==> src/rtl/main_memory_arbiter.sv <==
// main_memory_arbiter
//   Shares one main_memory port among three requesters:
//     0 = debug/program loader, 1 = data load/store, 2 = instruction fetch.
//   Two-state FSM (ARB -> ACCESS -> ARB): one access every two cycles,
//   round-robin winner selection, and an exclusive lock for requester 0.
//
// Handshake: a requester raises req[i] with we/addr/wdata stable. The
//   fields are captured in the ARB cycle that picks it. gnt[i] is high
//   for the single ACCESS cycle. rvalid[i] pulses for one cycle right
//   after it, for reads (rdata valid) and writes (acknowledge). req[i]
//   may drop in the rvalid cycle; if still high, it is a fresh request.
//
// Ports
//   clk, rst              clock, asynchronous active-low reset
//   req, we               per-requester request / write-select  [2:0]
//   addr, wdata           per-requester fields, requester i at slice i
//   lock0                 requester 0 exclusive access
//   gnt, rvalid           per-requester access / response pulses [2:0]
//   rdata                 registered read data (shared)
//   mem_raddr/waddr/wdata/wen, mem_rdata   main_memory port
//   busy                  high while in ACCESS (exposes FSM state)
//   grant_count           completed grants, requester i at slice i
module main_memory_arbiter #(
    parameter int ADDR_WIDTH = 32,
    parameter int DATA_WIDTH = 32,
    parameter int CNT_WIDTH  = 16
) (
    input  logic                      clk,
    input  logic                      rst,
    input  logic [2:0]                req,
    input  logic [2:0]                we,
    input  logic [3*ADDR_WIDTH-1:0]   addr,
    input  logic [3*DATA_WIDTH-1:0]   wdata,
    input  logic                      lock0,
    output logic [2:0]                gnt,
    output logic [2:0]                rvalid,
    output logic [DATA_WIDTH-1:0]     rdata,
    output logic [ADDR_WIDTH-1:0]     mem_raddr,
    output logic [ADDR_WIDTH-1:0]     mem_waddr,
    output logic [DATA_WIDTH-1:0]     mem_wdata,
    output logic                      mem_wen,
    input  logic [DATA_WIDTH-1:0]     mem_rdata,
    output logic                      busy,
    output logic [3*CNT_WIDTH-1:0]    grant_count
);

    typedef enum logic {
        ARB    = 1'b0,
        ACCESS = 1'b1
    } state_t;

    state_t                          state_q, state_d;
    logic [1:0]                      rr_ptr_q, rr_ptr_d;
    logic [1:0]                      win_q, win_d;
    logic                            we_q, we_d;
    logic                            locked_q, locked_d;
    logic [ADDR_WIDTH-1:0]           addr_q, addr_d;
    logic [DATA_WIDTH-1:0]           wdata_q, wdata_d;
    logic [2:0]                      gnt_q, gnt_d;
    logic [2:0]                      rvalid_q, rvalid_d;
    logic [DATA_WIDTH-1:0]           rdata_q, rdata_d;
    logic                            mem_wen_q, mem_wen_d;
    logic                            busy_q, busy_d;
    logic [2:0][CNT_WIDTH-1:0]       cnt_q, cnt_d;

    // Winner selection signals
    logic                            found;
    logic [1:0]                      win;
    logic [1:0]                      cand1, cand2;
    logic                            sel_we;
    logic [ADDR_WIDTH-1:0]           sel_addr;
    logic [DATA_WIDTH-1:0]           sel_wdata;

    function automatic logic [1:0] inc3(input logic [1:0] p);
        return (p == 2'd2) ? 2'd0 : p + 2'd1;
    endfunction

    // Round-robin search from rr_ptr; lock0 restricts the search to requester 0.
    always_comb begin
        cand1 = inc3(rr_ptr_q);
        cand2 = inc3(cand1);
        found = 1'b0;
        win   = rr_ptr_q;
        if (lock0) begin
            found = req[0];
            win   = 2'd0;
        end else if (req[rr_ptr_q]) begin
            found = 1'b1;
            win   = rr_ptr_q;
        end else if (req[cand1]) begin
            found = 1'b1;
            win   = cand1;
        end else if (req[cand2]) begin
            found = 1'b1;
            win   = cand2;
        end
    end

    always_comb begin
        sel_we    = 1'b0;
        sel_addr  = '0;
        sel_wdata = '0;
        for (int i = 0; i < 3; i++) begin
            if (win == 2'(i)) begin
                sel_we    = we[i];
                sel_addr  = addr[i*ADDR_WIDTH +: ADDR_WIDTH];
                sel_wdata = wdata[i*DATA_WIDTH +: DATA_WIDTH];
            end
        end
    end

    // Next-state logic. gnt/busy/mem_wen are registered on the ARB->ACCESS
    // edge so they are high exactly during ACCESS; the memory address/data
    // registers only load on a new grant, so they hold while idle.
    always_comb begin
        state_d   = state_q;
        rr_ptr_d  = rr_ptr_q;
        win_d     = win_q;
        we_d      = we_q;
        locked_d  = locked_q;
        addr_d    = addr_q;
        wdata_d   = wdata_q;
        gnt_d     = 3'b000;
        rvalid_d  = 3'b000;
        rdata_d   = rdata_q;
        mem_wen_d = 1'b0;
        busy_d    = 1'b0;
        cnt_d     = cnt_q;
        case (state_q)
            ARB: begin
                if (found) begin
                    state_d   = ACCESS;
                    win_d     = win;
                    we_d      = sel_we;
                    locked_d  = lock0;
                    addr_d    = sel_addr;
                    wdata_d   = sel_wdata;
                    gnt_d     = 3'b001 << win;
                    mem_wen_d = sel_we;
                    busy_d    = 1'b1;
                end
            end
            ACCESS: begin
                state_d  = ARB;
                rvalid_d = gnt_q;
                if (!we_q) begin
                    rdata_d = mem_rdata;
                end
                for (int i = 0; i < 3; i++) begin
                    if (win_q == 2'(i)) begin
                        cnt_d[i] = cnt_q[i] + CNT_WIDTH'(1);
                    end
                end
                // Locked loader grants leave the round-robin position alone.
                if (!locked_q) begin
                    rr_ptr_d = inc3(win_q);
                end
            end
            default: state_d = ARB;
        endcase
    end

    // Asynchronous reset clears mem_wen at once, aborting an in-flight write
    // and suppressing its rvalid.
    always_ff @(posedge clk or negedge rst) begin
        if (!rst) begin
            state_q   <= ARB;
            rr_ptr_q  <= 2'd0;
            win_q     <= 2'd0;
            we_q      <= 1'b0;
            locked_q  <= 1'b0;
            addr_q    <= '0;
            wdata_q   <= '0;
            gnt_q     <= 3'b000;
            rvalid_q  <= 3'b000;
            rdata_q   <= '0;
            mem_wen_q <= 1'b0;
            busy_q    <= 1'b0;
            cnt_q     <= '0;
        end else begin
            state_q   <= state_d;
            rr_ptr_q  <= rr_ptr_d;
            win_q     <= win_d;
            we_q      <= we_d;
            locked_q  <= locked_d;
            addr_q    <= addr_d;
            wdata_q   <= wdata_d;
            gnt_q     <= gnt_d;
            rvalid_q  <= rvalid_d;
            rdata_q   <= rdata_d;
            mem_wen_q <= mem_wen_d;
            busy_q    <= busy_d;
            cnt_q     <= cnt_d;
        end
    end

    assign gnt         = gnt_q;
    assign rvalid      = rvalid_q;
    assign rdata       = rdata_q;
    assign mem_raddr   = addr_q;
    assign mem_waddr   = addr_q;
    assign mem_wdata   = wdata_q;
    assign mem_wen     = mem_wen_q;
    assign busy        = busy_q;
    assign grant_count = cnt_q;

endmodule

==> config.mk <==
export PLATFORM = sky130hd
export DESIGN_NAME = main_memory_arbiter
export DESIGN_NICKNAME = d
export VERILOG_FILES = /design/src/rtl/main_memory_arbiter.sv
export SDC_FILE = /design/constraint.sdc
export NUM_CORES = 1
export LEC_CHECK = 0
export BUFFER_PORTS_ARGS = -buffer_cell sky130_fd_sc_hd__clkbuf_2
export CAP_MARGIN = 20
export CORE_AREA = 5 5 159 161
export DETAILED_ROUTE_END_ITERATION = 8
export DIE_AREA = 0 0 164 166
export PLACE_DENSITY_LB_ADDON = 0.1
export SYNTH_ARGS = -nofsm -noshare
export SYNTH_HDL_FRONTEND = slang
export SYNTH_SLANG_ARGS = --single-unit
==> constraint.sdc <==
create_clock -name clk -period 2 [get_ports clk]
set_input_delay 0.2 -clock clk [delete_from_list [all_inputs] [get_ports clk]]
set_output_delay 0.2 -clock clk [all_outputs]
set_load 0.01 [all_outputs]
==> reports/metrics.csv, run 1 <==
stage;metric;value;unit
grt;Most Crowded Layer GR;met2;
yosys;post-synthesis cell count;730;
yosys;Syn Area/Cell;11.18;um2
worst_setup_path;Crit. End Element;register;
worst_setup_path;WS Path Type;reg -> reg;
sta;final hold vios;0;
worst_setup_path;Reg2Reg Depth;7;
worst_setup_path;Critical Path, Cell by Cell;buf_6 -> nand2b_4 -> a211o_1 -> a221oi_4 -> nand2b_4 -> buf_12 -> a2bb2oi_2;
pwr;Seq pwr share;36.5;%
grt;met2 track demand over resource;35.00;%
floorplan;die area;27220;um2
sta;Final Critical Period;1.923;ns
floorplan;core footprint;23820;um2
worst_setup_path;Startpoint Class;register;
worst_setup_path;WP data arrival;2.27;ns
routing;number of vias per cell;4.945;
yosys;Post-synth ARST share;100.0;%
pwr;Clk pwr share;23.6;%
worst_setup_path;R2R Path End;mem_wdata[14];
layout;FILL cells;2290;
routing;Routed Wire Length;28.19;mm
layout;area grow syn2layout;43.36;%
worst_setup_path;cell mode on critical path;nand2b_4;
pwr;combinational share of power;40.0;%
routing;DR iter-0 viols;274;
place;Placer Congestion;0.7983;
layout;nets@finish;1395;
floorplan;Initial Util;34.27;%
place;pre-CTS setup slack;0.06085;ns
grt;initial antenna violation count;1;
clocking;Root Driver;clkbuf_16;
yosys;EDFF count, synth;0;
floorplan;count of standard-cell rows;57;
sta;final setup fails;0;
yosys;predominant post-synthesis flop cell;dfrtp_1;
worst_setup_path;Worst Path Buf+Inv;2;
yosys;Mapped Area;8164;um2
yosys;Syn Nets;966;
routing;DR WL/cell;18.83;um
place;dpl hpwl;21.17;mm
clocking;clk slew on worst S/H paths;0.08;ns
worst_setup_path;slowest cell delay on critical path;0.39;ns
floorplan;Die Span Y;166;um
pwr;Max IR drop VDD;0.4717;mV
clocking;CTS H-tree depth;4;
layout;register area;3954;um2
hold_path;hold depth;2;
clocking;Worst-Skew Late Latency;0.43;ns
worst_setup_path;crit-path max FO;20;
yosys;post-synth cell types;50;
grt;met1 Use GR;24.17;%
worst_setup_path;Crit-path slowest cell;dfrtp_1;
sta;final max-slew violation count;0;
hold_path;Worst Hold Path EP;mem_raddr[25];
pwr;switch share;37.79;%
routing;total iterations of the first detailed-routing run;4;
worst_setup_path;FF-to-FF setup slack;0.08;ns
sta;worst setup margin;0.07742;ns
sta;RSZ-0062 raised after global routing;yes;
sta;max_slew headroom;74.09;%
yosys;register area share after synthesis;48.43;%
grt;GRT met3 Usage;5.783;%
clocking;CTS tree;built;
place;port bufs;416;
sta;Max Freq;0.5201;GHz
clocking;CTS Buf Count;17;
floorplan;die width;164;um
yosys;Ys Warns;0;
pwr;internal power;8.523;mW
job;maxcap violations;0;
routing;final antenna-violating net count;0;
pwr;Switch Pwr;5.177;mW
worst_setup_path;cell family with most CP delay;compound AO/OA/AOI/OAI gates;
worst_setup_path;r2r startpoint;rr_ptr_q[0];
sta;Worst Tran Pin Value;0.3886;ns
grt;GRT Total Usage;20.30;%
floorplan;IO Count;417;
grt;largest net degree at the start of global routing;59;
pwr;Static Leak;5.830;nW
routing;DRC;0;
grt;vias in the first global route;7830;
sta;Clock Skews;0.009654;ns
sta;fin crit share;96.13;%
layout;layout cell share with drive strength beyond 1;50.43;%
routing;Via Count;7403;
pwr;Pwr Density;1171;nW/um2
yosys;flop and latch count out of synthesis;158;
grt;first-pass GRT wire length;43.77;mm
worst_setup_path;Worst Path Required;2.35;ns
hold_path;hold path startpoint;addr[25];
clocking;Longest Clk Path Bufs;2;
grt;total grt overflow;0;
clocking;Num Clock Sinks;158;
layout;multi-input logic area;3649;um2
outcome;status;completed;
hold_path;Worst Hold Class;in -> reg;
pwr;total power;13.70;mW
==> metrics by stage <==
| stage | hold slack, ns | std cells | util [%] | TNS, ns | instance area [um2] |
|---|---|---|---|---|---|
| after global placement | 0.1438 | 1418 | 44.67 | 0 | 10640 |
| after global routing | 0.001891 | 1497 | 49.13 | -0.02577 | 11700 |
| final | 0.01214 | 1497 | 49.13 | 0 | 11700 |
| after floorplan | -0.09559 | 730 | - | 0 | 8164 |
| after detailed placement | 0.1442 | 1418 | 44.67 | 0 | 10640 |
| after CTS | 0.00007166 | 1490 | 48.77 | 0 | 11620 |
==> sequential cells by signal, indices dropped and copies added, names as in the netlist <==
register,flops
rvalid,3
locked_q,1
mem_raddr,32
rr_ptr_q,2
rdata,32
grant_count,48
mem_wen,1
win_q,2
busy,1
we_q,1
mem_wdata,32
gnt,3
==> final cells by class <==
| type | instances | area share (%) |
|---|---|---|
| Timing Repair Buffer | 501 | 26.41 |
| Multi-Input combinational cell | 474 | 31.17 |
| Clock inverter | 14 | 1.261 |
| Tap cell | 324 | 3.464 |
| Clock buffer | 18 | 3.667 |
| Antenna cell | 1 | 0.02138 |
| Sequential cell | 158 | 33.78 |
| Inverter | 7 | 0.2245 |
==> layout by cell type, fill, tap and decap left out, types with 9 or more instances in the layout <==
| master | Yosys | final |
|---|---|---|
| dfrtp_1 | 158 | 158 |
| a31o_2 | 9 | 9 |
| o21ai_0 | 11 | 10 |
| nor2_1 | 25 | 25 |
| nand3_1 | 18 | 18 |
| nand2_1 | 83 | 83 |
| clkbuf_16 | 0 | 17 |
| xnor2_1 | 28 | 28 |
| xor2_1 | 17 | 17 |
| a21oi_1 | 14 | 14 |
| and3_1 | 56 | 56 |
| clkbuf_2 | 0 | 415 |
| a2bb2oi_2 | 49 | 49 |
| dlygate4sd3_1 | 0 | 44 |
| o221ai_1 | 50 | 50 |
| mux2_2 | 35 | 35 |
| buf_4 | 33 | 20 |
| nand4_1 | 14 | 14 |
| buf_12 | 5 | 20 |
==> cells in the mapped netlist, types with 3 or more instances <==
| cell type | n | share of area [%] |
|---|---|---|
| o31ai_1 | 8 | 0.74 |
| o22ai_1 | 6 | 0.46 |
| o22a_1 | 8 | 0.86 |
| a2bb2oi_2 | 49 | 9.0 |
| buf_12 | 5 | 1.2 |
| a31o_2 | 9 | 0.97 |
| buf_1 | 4 | 0.18 |
| and2_1 | 3 | 0.23 |
| and3_1 | 56 | 4.3 |
| nor2_1 | 25 | 1.1 |
| buf_2 | 7 | 0.43 |
| nand2_1 | 83 | 3.8 |
| nand3_1 | 18 | 1.1 |
| buf_4 | 33 | 3.0 |
| xnor2_1 | 28 | 3.0 |
| ha_1 | 3 | 0.46 |
| a21oi_1 | 14 | 0.86 |
| nand2b_1 | 5 | 0.38 |
| clkbuf_1 | 40 | 1.8 |
| o21ai_0 | 11 | 0.67 |
| inv_1 | 6 | 0.28 |
| xor2_1 | 17 | 1.8 |
| o221ai_1 | 50 | 5.4 |
| dfrtp_1 | 158 | 48 |
| mux2_2 | 35 | 4.8 |
| nand4_1 | 14 | 1.1 |
| nor2b_1 | 3 | 0.23 |
==> layer usage <==
metal,vias to the layer above,share of wire [%]
li1,3501,-
met1,3548,40
met2,310,50
met3,44,7.7
met4,0,2.5
met5,-,0
==> how the worst max path moves through the flow <==
| stage | slack, ns | end | depth (start not counted) | startpoint |
|---|---|---|---|---|
| after floorplan | 0.14 | mem_raddr[0] | 8 | rr_ptr_q[0] |
| after global placement | 0.08 | mem_wdata[16] | 7 | rr_ptr_q[0] |
| after detailed placement | 0.06 | mem_raddr[12] | 7 | rr_ptr_q[0] |
| after CTS | 0.04 | mem_wdata[29] | 7 | rr_ptr_q[0] |
| after global routing | -0.01 | mem_wdata[7] | 7 | rr_ptr_q[1] |
| final | 0.08 | mem_wdata[14] | 7 | rr_ptr_q[0] |
==> power by group through the flow <==
stage	clock network (mW)	registers, mW	logic, mW
global route	3.45	5.16	5.96
global placement	0	5.05	5.42
CTS	3.32	5.00	5.54
detailed placement	0	5.05	5.47
floorplan	0	5.35	2.95
finish	3.23	5.00	5.48
==> what timing repair did <==
action / CTS / global route
setup buffers: 0 / 2
resized for setup: 0 / 2
endpoints found under the hold margin: 74 / 4
hold buffers: 40 / 4
setup endpoints to repair: 0 / 29
==> kinds of logic (layout without fill, tap and decap cells) <==
group	after synthesis	count (layout)	share of synthesized area, %
buf+inv	98	540	7.310
simple gates	223	223	13.79
xor+xnor	45	45	4.828
fa+ha+maj	3	3	0.4598
flops	158	158	48.43
compound gates	168	168	20.35
mux	35	35	4.828
other cells	0	1	0
Note: power is estimated with default switching activity, not from simulation.
==> run 2, diff against run 1 <==
--- a/config.mk
+++ b/config.mk
@@ -8,6 +8,7 @@
 export BUFFER_PORTS_ARGS = -buffer_cell sky130_fd_sc_hd__clkbuf_2
 export CAP_MARGIN = 20
 export CORE_AREA = 5 5 159 161
+export CTS_BUF_LIST = sky130_fd_sc_hd__clkbuf_4 sky130_fd_sc_hd__clkbuf_8 sky130_fd_sc_hd__clkbuf_16
 export DETAILED_ROUTE_END_ITERATION = 8
 export DIE_AREA = 0 0 164 166
 export PLACE_DENSITY_LB_ADDON = 0.1
==> reports/metrics.csv, run 2 (same netlist as run 1, synthesis figures left out) <==
stage;metric;value;unit
outcome;status;completed;
layout;Design Area, Final;11710;um2
worst_setup_path;Reg2Reg Depth;7;
worst_setup_path;Crit. End Element;register;
worst_setup_path;Worst Path Required;2.35;ns
routing;total iterations of the first detailed-routing run;4;
sta;worst setup margin;0.07742;ns
sta;max_slew headroom;74.09;%
sta;Final Critical Period;1.923;ns
layout;commonest non-fill, non-tap cell in the layout;clkbuf_2;
routing;number of vias per cell;4.949;
worst_setup_path;R2R Path End;mem_wdata[14];
place;port bufs;416;
grt;vias in the first global route;7830;
clocking;CTS Buf Count;17;
sta;RSZ-0062 raised after global routing;yes;
hold_path;hold depth;2;
sta;Max Freq;0.5201;GHz
layout;commonest non-fill, non-tap cells in the layout;clkbuf_2 (415), dfrtp_1 (158), nand2_1 (83), and3_1 (56), o221ai_1 (50);
worst_setup_path;Startpoint Class;register;
sta;final max-slew violation count;0;
worst_setup_path;cell mode on critical path;nand2b_4;
worst_setup_path;r2r startpoint;rr_ptr_q[0];
clocking;CTS H-tree depth;4;
floorplan;core footprint;23820;um2
grt;first-pass GRT wire length;43.77;mm
worst_setup_path;Worst Path Buf+Inv;2;
worst_setup_path;FF-to-FF setup slack;0.08;ns
clocking;Num Clock Sinks;158;
layout;register area;3954;um2
pwr;Max IR drop VDD;0.4717;mV
clocking;Root Driver;clkbuf_16;
pwr;total power;13.71;mW
worst_setup_path;crit-path max FO;20;
routing;Routed Wire Length;28.20;mm
job;maxcap violations;0;
routing;Via Count;7408;
place;pre-CTS setup slack;0.06085;ns
layout;layout cell share with drive strength beyond 1;50.51;%
grt;initial antenna violation count;1;
sta;Worst Tran Pin Value;0.3886;ns
floorplan;IO Count;417;
grt;total grt overflow;0;
hold_path;Worst Hold Class;in -> reg;
clocking;clk slew on worst S/H paths;0.08;ns
routing;DR iter-0 viols;274;
worst_setup_path;cell family with most CP delay;compound AO/OA/AOI/OAI gates;
place;dpl hpwl;21.17;mm
worst_setup_path;WP data arrival;2.27;ns
sta;final hold vios;0;
clocking;Worst-Skew Late Latency;0.43;ns
floorplan;count of standard-cell rows;57;
routing;final antenna-violating net count;0;
floorplan;die area;27220;um2
worst_setup_path;WS Path Type;reg -> reg;
sta;fin crit share;96.13;%
sta;Clock Skews;0.009654;ns
clocking;CTS tree;built;
worst_setup_path;Crit-path slowest cell;dfrtp_1;
floorplan;die width;164;um
routing;DRC;0;
pwr;Pwr Density;1171;nW/um2
clocking;Longest Clk Path Bufs;2;
grt;largest net degree at the start of global routing;59;
layout;area grow syn2layout;43.40;%
layout;nets@finish;1395;
pwr;Static Leak;5.833;nW
layout;Largest register FFs;48;
place;Post-DP Area;10640;um2
grt;GRT Total Usage;20.30;%
floorplan;Initial Util;34.27;%
sta;final setup TNS;0;ns
floorplan;Die Span Y;166;um
routing;DR WL/cell;18.84;um
hold_path;Worst Hold Path EP;mem_raddr[25];
sta;final setup fails;0;
worst_setup_path;slowest cell delay on critical path;0.39;ns
layout;FILL cells;2288;
hold_path;hold path startpoint;addr[25];
layout;multi-input logic area;3649;um2
place;Placer Congestion;0.7983;
worst_setup_path;Critical Path, Cell by Cell;buf_6 -> nand2b_4 -> a211o_1 -> a221oi_4 -> nand2b_4 -> buf_12 -> a2bb2oi_2;
-- run 2: cell count changes in the layout (fill, tap and decap cells not counted) --
cell      delta
clkbuf_4     +1
clkbuf_1     -1
-- run 2: how the worst max path moves through the flow --
stage          slack [ns]  cells past startpoint            end        start
2_1_floorplan        0.14                      8   mem_raddr[0]  rr_ptr_q[0]
3_3_place_gp         0.08                      7  mem_wdata[16]  rr_ptr_q[0]
3_5_place_dp         0.06                      7  mem_raddr[12]  rr_ptr_q[0]
4_1_cts              0.04                      7  mem_wdata[29]  rr_ptr_q[0]
5_1_grt             -0.01                      7   mem_wdata[7]  rr_ptr_q[1]
6_report             0.08                      7  mem_wdata[14]  rr_ptr_q[0]
-- run 2: final cells by class --
| type | count | share of cell area, % |
|---|---|---|
| Clock buffer | 18 | 3.698 |
| Antenna cell | 1 | 0.02137 |
| Inverter | 7 | 0.2244 |
| Clock inverter | 14 | 1.261 |
| Timing Repair Buffer | 501 | 26.40 |
| Sequential cell | 158 | 33.77 |
| Multi-Input combinational cell | 474 | 31.16 |
| Tap cell | 324 | 3.463 |
-- run 2: power by group --
part,leakage [nW],switching (mW),internal (mW)
Sequential,1.97,0.788,4.21
Clock,0.280,1.56,1.68
Combinational,3.58,2.83,2.65
Total,5.83,5.18,8.54
-- run 2: metrics by stage --
| step | utilization (%) | hold WS (ns) | cells |
|---|---|---|---|
| final | 49.15 | 0.01226 | 1497 |
| after global routing | 49.15 | 0.001891 | 1497 |
| after CTS | 48.79 | 0.00007166 | 1490 |
| after detailed placement | 44.67 | 0.1442 | 1418 |
| after global placement | 44.67 | 0.1438 | 1418 |
| after floorplan | - | -0.09559 | 730 |
-- run 2: timing repair --
item	CTS	global route
hold endpoints to repair	74	4
setup endpoints to repair	0	29
gates resized for setup	0	2
buffers inserted	0	2
hold buffers	40	4
-- run 2: metal layers --
metal / GRT usage (%) / vias up / wire length (um)
met5: 0 / - / 0
met4: 6.929 / 0 / 707
met3: 5.783 / 44 / 2164
met2: 35.00 / 317 / 14140
met1: 24.17 / 3546 / 11190
li1: - / 3501 / -
